## src/rtl/go_pkg.sv

```systemverilog
// go_pkg: shared types and constants for the Go board front end.
//   BOARD_SIZE     - board edge length (9x9)
//   coord_t        - 4-bit row/column coordinate, 0..BOARD_SIZE-1
//   move_t         - packed {row, col} board position
//   cell_t         - board cell encoding
//   rpt_state_t    - per-direction auto-repeat FSM state
//   coord_step()   - wrapping +/-1 on a coordinate
package go_pkg;

    localparam int BOARD_SIZE = 9;

    typedef logic [3:0] coord_t;

    typedef struct packed {
        coord_t row;
        coord_t col;
    } move_t;

    typedef enum logic [1:0] {
        EMPTY = 2'b00,
        BLACK = 2'b01,
        WHITE = 2'b10
    } cell_t;

    typedef enum logic [1:0] {
        RPT_IDLE   = 2'b00,
        RPT_DELAY  = 2'b01,
        RPT_REPEAT = 2'b10
    } rpt_state_t;

    localparam move_t CURSOR_HOME = '{row: 4'd4, col: 4'd4};

    // Button bit positions in the packed button vectors.
    localparam int NUM_DIR    = 4;
    localparam int NUM_BTN    = 5;
    localparam int DIR_UP     = 0;
    localparam int DIR_DOWN   = 1;
    localparam int DIR_LEFT   = 2;
    localparam int DIR_RIGHT  = 3;
    localparam int BTN_CENTER = 4;

    // One wrapping step; inc and dec together cancel.
    function automatic coord_t coord_step(input coord_t c, input logic inc, input logic dec);
        coord_t r;
        r = c;
        if (inc && !dec)
            r = (c == coord_t'(BOARD_SIZE - 1)) ? coord_t'(0) : c + coord_t'(1);
        else if (dec && !inc)
            r = (c == coord_t'(0)) ? coord_t'(BOARD_SIZE - 1) : c - coord_t'(1);
        return r;
    endfunction

endpackage

```

## src/rtl/debounce.sv

```systemverilog
// debounce: 2-FF synchronizer, stable-count debouncer and rising-edge detect
// for one raw pushbutton.
//   clk_in  - clock
//   reset   - asynchronous active-high reset
//   btn_raw - raw asynchronous button, active high
//   level   - debounced level
//   press   - one-cycle pulse, registered, one cycle after level rises
module debounce #(
    parameter int DEBOUNCE_CYCLES = 1_000_000
) (
    input  logic clk_in,
    input  logic reset,
    input  logic btn_raw,
    output logic level,
    output logic press
);

    localparam int DW = $clog2(DEBOUNCE_CYCLES + 1);

    logic          sync_0;
    logic          sync_1;
    logic          level_q;
    logic [DW-1:0] cnt;

    always_ff @(posedge clk_in or posedge reset) begin
        if (reset) begin
            sync_0  <= 1'b0;
            sync_1  <= 1'b0;
            level   <= 1'b0;
            level_q <= 1'b0;
            press   <= 1'b0;
            cnt     <= '0;
        end else begin
            sync_0  <= btn_raw;
            sync_1  <= sync_0;
            level_q <= level;
            press   <= level & ~level_q;
            // Count cycles the synchronized input disagrees with level;
            // any cycle of agreement (a bounce back) restarts the count.
            if (sync_1 != level) begin
                if (cnt == DW'(DEBOUNCE_CYCLES - 1)) begin
                    level <= sync_1;
                    cnt   <= '0;
                end else begin
                    cnt <= cnt + 1'b1;
                end
            end else begin
                cnt <= '0;
            end
        end
    end

endmodule

```

## src/rtl/cursor_ctrl.sv

```systemverilog
// cursor_ctrl: board cursor driven by five pushbuttons.
//   clk_in      - clock
//   reset       - asynchronous active-high reset
//   btn_up/down/left/right/center - raw pushbuttons, active high
//   locked      - move entry refused (not this player's turn)
//   move_in     - registered cursor position {row, col}, each 0..8
//   make_move   - one-cycle move request at the current position
module cursor_ctrl
    import go_pkg::*;
#(
    parameter int DEBOUNCE_CYCLES = 1_000_000,
    parameter int REPEAT_DELAY    = 25_000_000,
    parameter int REPEAT_RATE     = 10_000_000
) (
    input  logic       clk_in,
    input  logic       reset,
    input  logic       btn_up,
    input  logic       btn_down,
    input  logic       btn_left,
    input  logic       btn_right,
    input  logic       btn_center,
    input  logic       locked,
    output logic [7:0] move_in,
    output logic       make_move
);

    localparam int RMAX = (REPEAT_DELAY > REPEAT_RATE) ? REPEAT_DELAY : REPEAT_RATE;
    localparam int RW   = $clog2(RMAX + 1);

    logic [NUM_BTN-1:0] btn_raw;
    logic [NUM_BTN-1:0] btn_level;
    logic [NUM_BTN-1:0] btn_press;
    logic [NUM_DIR-1:0] step;

    assign btn_raw = {btn_center, btn_right, btn_left, btn_down, btn_up};

    for (genvar i = 0; i < NUM_BTN; i++) begin : g_db
        debounce #(
            .DEBOUNCE_CYCLES(DEBOUNCE_CYCLES)
        ) u_db (
            .clk_in (clk_in),
            .reset  (reset),
            .btn_raw(btn_raw[i]),
            .level  (btn_level[i]),
            .press  (btn_press[i])
        );
    end

    // Per-direction auto-repeat. cnt restarts on every state change and
    // on every repeat step, so it always counts cycles within a phase.
    for (genvar d = 0; d < NUM_DIR; d++) begin : g_rpt
        rpt_state_t    state;
        rpt_state_t    state_nxt;
        logic [RW-1:0] cnt;
        logic          delay_done;
        logic          rate_done;

        assign delay_done = (cnt == RW'(REPEAT_DELAY - 1));
        assign rate_done  = (cnt == RW'(REPEAT_RATE - 1));

        always_ff @(posedge clk_in or posedge reset) begin
            if (reset) begin
                state <= RPT_IDLE;
                cnt   <= '0;
            end else begin
                state <= state_nxt;
                if (state_nxt != state || (state == RPT_REPEAT && rate_done))
                    cnt <= '0;
                else if (state != RPT_IDLE)
                    cnt <= cnt + 1'b1;
            end
        end

        always_comb begin
            state_nxt = state;
            case (state)
                RPT_IDLE:   if (btn_press[d]) state_nxt = RPT_DELAY;
                RPT_DELAY:  if (!btn_level[d]) state_nxt = RPT_IDLE;
                            else if (delay_done) state_nxt = RPT_REPEAT;
                RPT_REPEAT: if (!btn_level[d]) state_nxt = RPT_IDLE;
                default:    state_nxt = RPT_IDLE;
            endcase
        end

        always_comb begin
            step[d] = btn_press[d];
            if (btn_level[d]) begin
                if (state == RPT_DELAY && delay_done)
                    step[d] = 1'b1;
                if (state == RPT_REPEAT && rate_done)
                    step[d] = 1'b1;
            end
        end
    end

    // Cursor register. Steps arriving with an accepted center press are
    // parked in pend so make_move reports the pre-step position; pend is
    // applied ahead of any new steps on the following cycle.
    move_t              pos;
    move_t              base;
    move_t              pos_nxt;
    logic [NUM_DIR-1:0] pend;
    logic [NUM_DIR-1:0] pend_nxt;
    logic               center_go;

    always_comb begin
        // press implies a high level; both are required so the center
        // debouncer output is fully qualified here.
        center_go = btn_press[BTN_CENTER] & btn_level[BTN_CENTER] & ~locked;
        base.row  = coord_step(pos.row, pend[DIR_DOWN], pend[DIR_UP]);
        base.col  = coord_step(pos.col, pend[DIR_RIGHT], pend[DIR_LEFT]);
        pos_nxt   = base;
        pend_nxt  = '0;
        if (center_go) begin
            pend_nxt = step;
        end else begin
            pos_nxt.row = coord_step(base.row, step[DIR_DOWN], step[DIR_UP]);
            pos_nxt.col = coord_step(base.col, step[DIR_RIGHT], step[DIR_LEFT]);
        end
    end

    always_ff @(posedge clk_in or posedge reset) begin
        if (reset) begin
            pos       <= CURSOR_HOME;
            pend      <= '0;
            make_move <= 1'b0;
        end else begin
            pos       <= pos_nxt;
            pend      <= pend_nxt;
            make_move <= center_go;
        end
    end

    assign move_in = pos;

endmodule

```

## config.mk

```make
export PLATFORM = sky130hd
export DESIGN_NAME = cursor_ctrl
export DESIGN_NICKNAME = d
export VERILOG_FILES = /design/src/rtl/go_pkg.sv /design/src/rtl/debounce.sv /design/src/rtl/cursor_ctrl.sv
export SDC_FILE = /design/constraint.sdc
export NUM_CORES = 1
export LEC_CHECK = 0
export ABC_AREA = 1
export BUFFER_PORTS_ARGS = -buffer_cell sky130_fd_sc_hd__clkbuf_2
export CAP_MARGIN = 20
export CORE_UTILIZATION = 30
export DETAILED_ROUTE_END_ITERATION = 10
export GPL_TIMING_DRIVEN = 0
export PLACE_DENSITY = 0.49
export SETUP_SLACK_MARGIN = 0.4
export SYNTH_ARGS = -nofsm -noshare
export SYNTH_HDL_FRONTEND = slang
export SYNTH_SLANG_ARGS = --single-unit
```

## constraint.sdc

```tcl
create_clock -name clk_in -period 18.6 [get_ports clk_in]
set_clock_uncertainty 0.15 [all_clocks]
set_input_delay 1.86 -clock clk_in [delete_from_list [all_inputs] [get_ports clk_in]]
set_output_delay 1.86 -clock clk_in [all_outputs]
set_load 0.02 [all_outputs]
```

[Yosys cells after proc, flatten, opt, wreduce, memory -nomap -nowiden]
Index checks and enable logic that the tools add are counted.
W data, S select, Z words.
Word-level totals
  bits in registers: 246
  bits of input ports: 8
  output and inout bits: 9
  word-level logic and storage cells: 223
Operators by class
  $add $sub $neg: 17
  eq/ne operators: 34
  multiplexer cells: 68
  bitwise logic cells: 13
  reductions and logical operators: 49
Operators by type and width (count)
  $mux W20: 10
  $mux W25: 8
  $add A20 B1 Y20 const B: 5
  $add A25 B1 Y25 const B: 4
  $eq A20 B20 Y1 const B: 5
  $eq A25 B24 Y1 const B: 4
  $eq A25 B25 Y1 const B: 4
  $mux W4: 17
  $mux W2: 16
  $pmux W2 S3: 4
  $add A4 B1 Y4 const B: 4
  $eq A4 B4 Y1 const B: 4
  $logic_and A1 B1 Y1: 16
  $logic_not A4 Y1: 4
  $reduce_bool A2 Y1: 8
  $sub A4 B1 Y4 const B: 4
  $mux W1: 12
  $reduce_and A2 Y1: 5
  $eq A2 B1 Y1 const B: 4
  $eq A2 B2 Y1 const B: 4
  $logic_not A1 Y1: 8
  $logic_not A2 Y1: 4
  $mux W8: 1
  $ne A2 B2 Y1: 4
  4 further kinds: 22

[Logic depth before layout (Yosys ltp)]
  word-level depth: 10
  depth in mapped cells: 17

[Cells and area by module]
From an unflattened synthesis, not the netlist that was laid out.
Second synthesis, totals
  cells, all modules: 2136
  area total of the unflattened synthesis: 15775.1 sq um
By module, submodules not included
  cursor_ctrl: times used 1, cells an instance 1311, area an instance 8999.9 sq um, seq. area each 3030.4 sq um
  debounce: times used 5, cells an instance 165, area an instance 1355.0 sq um, seq. area each 625.6 sq um

[Worst setup path after synthesis]
No wires, ideal clock.
  kind: input port to flip-flop
  from: in locked
  to: reg pos, in the netlist move_in[5]
  library setup time: 0.117 ns
  arrival: 2.556 ns
  data required time: 18.333 ns
  slack: 15.777 ns
  stages: 5
  buffers on the path: 1
  cells stage by stage: nor2_1 inv_1 buf_2 nand3_1 nand2_1
RTL lines
  start, declared: line cursor_ctrl.sv:22  | input logic locked,
  end signal, assigned: line cursor_ctrl.sv:128  | pos <= pos_nxt;
  end, declared: line cursor_ctrl.sv:99  | move_t pos;

[Final worst setup path]
  from: reg pos, in the netlist move_in[2]
  to: out move_in[2]
RTL lines
  end, declared: line cursor_ctrl.sv:23  | output logic [7:0] move_in,
No word-level cell between the ends.

==> flow_metrics.env <==
export IMPL_io_buffers=16
export IMPL_required_ps=16590
export IMPL_path_class="flop to primary output"
export IMPL_cts_resized=0
export IMPL_diodes=0
export IMPL_post_route_min_period_ps=3360
export IMPL_worst_path_buf_inv=1
export IMPL_final_common_cell="nand2_1"
export IMPL_drive_gt1_share_pct=6.28
export IMPL_die_w_um=224
export IMPL_postSynthAreaPerCell_um2=7.35
export IMPL_finalWeightedCongestion=0.907
export IMPL_leakage_nw=7.87
export IMPL_clock_sinks=246
export IMPL_routed_via_count=13100
export IMPL_vias_per_cell=4.76
export IMPL_regToRegSetupSlack_ps=15740
export IMPL_cts_buffers=29
export IMPL_ioPinCount=17
export IMPL_yosysSeqAreaShare_pct=41.6
export IMPL_rows=81
export IMPL_min_period_over_period_pct=18.1
export IMPL_rsz0062_at_grt="no"
export IMPL_cap_violations=0
export IMPL_cts_root_buffer="clkbuf_16"
export IMPL_syn_nets=2040
export IMPL_startpoint="move_in[2]$_DFF_PP1_"
export IMPL_final_nets=2089
export IMPL_grt_pass1_vias=12700
export IMPL_die_height_um=224
export IMPL_clk_latency_ps=580
export IMPL_setup_viol=0
export IMPL_grt_pass1_wl_mm=62.4
export IMPL_synth_cell_types=50
export IMPL_clockBufferDepth=3
export IMPL_ctsHoldBuffers=0
export IMPL_routed_wirelength_mm=36.1
export IMPL_max_vdd_ir_drop_v=0.0000590
export IMPL_hpwl_mm=26.0
export IMPL_p_clk_share_pct=50.1
export IMPL_critical_path_top_delay_family="flip-flops"
export IMPL_yosys_warnings=0
export IMPL_whs_ps=202
export IMPL_netlist_instances=2015
export IMPL_tns_ps=0
export IMPL_seqPwrFrac_pct=46.6
export IMPL_drt_pass1_iter_count=5
export IMPL_r2r_start="move_in[0]$_DFF_PP0_"
export IMPL_post_drt_wl_per_cell_um=13.1
export IMPL_final_cell_mix="nand2_1, nor2_1, inv_1, dfrtp_1, nand3_1"
export IMPL_ys_seq_elements=246
export IMPL_p_int_w=0.000899
export IMPL_syn_area_um2=14800
export IMPL_max_stage_delay_ps=590
export IMPL_clk_pin_slew_worst_paths_ps=60
export IMPL_finalHoldViolations=0
export IMPL_path_cells="clkbuf_2"
export IMPL_die_area_um2=50300
export IMPL_switching_share_pct=23.0
export IMPL_cts_tree="yes"
export IMPL_synth_async_sr_flop_share_pct=100
export IMPL_worstPathArrival_ps=1350
export IMPL_drt_iter0_markers=914
export IMPL_post_cts_buffers=0
export IMPL_area_growth_pct=13.2
export IMPL_core_um2=48800
export IMPL_drv_slew=0
export IMPL_hold_class="flop to flop"
export IMPL_max_freq_mhz=297
export IMPL_worst_r2r_endpoint="move_in[0]$_DFF_PP0_"
export IMPL_initial_utilization_pct=30.3
export IMPL_tightestPinTransition_ps=821
export IMPL_power_frac_comb_pct=3.3
export IMPL_ant_nets=0
export IMPL_cp_depth=1
export IMPL_synth_edf_count=0
export IMPL_relSlewSlack_pct=45.1
export IMPL_drc_errors=0
export IMPL_antenna_found_initial=0
export IMPL_status="finished clean"
export IMPL_p_sw_w=0.000268
export IMPL_power_per_cell_area_nw_per_um2=69.7
export IMPL_start_kind="flop"
export IMPL_track_usage_pct=14.7
export IMPL_cts_max_level=1
export IMPL_grt_ovfl_total=0
export IMPL_synth_flop_cell="dfrtp_1"
export IMPL_slowest_stage="dfstp_2"
export IMPL_crit_end="move_in[2]"
export IMPL_worstPathMaxFanout=6
export IMPL_grt_max_degree=95
export IMPL_r2r_worst_path_cells=16
export IMPL_endpoint_kind="primary output"
routing by layer:
metal | up-vias | global-route usage (%) | wire length (um)
li1 | 6688 | - | -
met1 | 6129 | 20.8 | 18000
met2 | 249 | 23.3 | 15900
met3 | 40 | 2.15 | 1710
met4 | 0 | 3.97 | 555
met5 | - | 0 | 0
cells by family (layout without fill, tap and decap cells):
| group | Yosys count | in the layout | synth area share [%] |
|---|---|---|---|
| AOI/OAI and AO/OA | 151 | 151 | 5.65 |
| adders and majority gates | 17 | 17 | 1.44 |
| muxes | 5 | 5 | 0.380 |
| xor gates and xnor gates | 116 | 116 | 6.86 |
| buffers and inverters | 333 | 405 | 8.99 |
| and+or+nand+nor | 1147 | 1147 | 35.1 |
| DFF | 246 | 246 | 41.6 |
registers in the layout (all words and copies together) (netlist names):
register and flops:
pend 4, g_rpt.cnt 100, g_db.u_db.cnt 100, make_move 1
g_db.u_db.sync_1 5, g_rpt.state 8, g_db.u_db.level_q 5, move_in 8
g_db.u_db.level 5, g_db.u_db.sync_0 5, g_db.u_db.press 5
worst min-delay path by stage:
stage                             startpoint                             to  depth (start not counted)
2_1_floorplan  g_db[0].u_db.sync_0$_DFF_PP0_  g_db[0].u_db.sync_1$_DFF_PP0_                          0
3_3_place_gp   g_db[4].u_db.sync_0$_DFF_PP0_  g_db[4].u_db.sync_1$_DFF_PP0_                          0
3_5_place_dp   g_db[4].u_db.sync_0$_DFF_PP0_  g_db[4].u_db.sync_1$_DFF_PP0_                          0
4_1_cts        g_db[4].u_db.sync_0$_DFF_PP0_  g_db[4].u_db.sync_1$_DFF_PP0_                          0
5_1_grt        g_db[3].u_db.sync_0$_DFF_PP0_  g_db[3].u_db.sync_1$_DFF_PP0_                          0
6_report       g_db[4].u_db.sync_0$_DFF_PP0_  g_db[4].u_db.sync_1$_DFF_PP0_                          0
per-stage QoR:
stage / cell area [um^2] / cells / power [W] / util (%) / setup WS (ps)
CTS: 16800 / 2751 / 0.00120 / 34.3 / 15190
finish: 16800 / 2751 / 0.00117 / 34.3 / 15240
detailed placement: 15800 / 2697 / 0.000594 / 32.3 / 15140
global placement: 15700 / 2695 / 0.000591 / 32.2 / 6520
global route: 16800 / 2751 / 0.00122 / 34.3 / 15180
floorplan: 14800 / 2015 / 0.000580 / - / 9840
synth_stat cells, types with 3 or more instances:
master,n,area (um^2)
nand3_1,180,901
a21oi_1,56,280
nand4_1,125,782
a211oi_1,3,22.5
nor3b_1,12,90.1
inv_1,279,1050
mux2_2,5,56.3
nor3_1,70,350
o21a_1,7,52.6
dfrtp_1,244,6110
nor2_1,282,1060
nor4_1,28,175
o21ai_1,5,25.0
buf_2,19,95.1
nand3b_1,12,90.1
nor2_2,8,50.1
and3_1,3,18.8
xnor2_1,18,158
nand2_2,7,43.8
buf_6,6,67.6
nor2_4,3,33.8
clkbuf_1,22,82.6
nand2_1,410,1540
buf_4,3,22.5
ha_1,17,213
a31oi_1,3,18.8
o21ai_0,62,310
xor2_1,98,858
power by group through the flow:
stage / clock, W / sequential [W] / combinational [W]
after floorplan: 0 / 0.000554 / 0.0000266
after global placement: 0 / 0.000554 / 0.0000375
after detailed placement: 0 / 0.000554 / 0.0000399
after CTS: 0.000611 / 0.000544 / 0.0000401
after global routing: 0.000630 / 0.000544 / 0.0000454
final: 0.000585 / 0.000544 / 0.0000383
cell type report:
type	count	area (um^2)
clock inverters	14	159
fillers	5216	32100
clock buffers	40	817
repair buffers	18	135
plain buffers	51	272
multi-input cells	1436	7320
flip-flops and latches	246	6160
inverters	282	1070
well taps	664	831
Note: power is estimated with default switching activity, not from simulation.
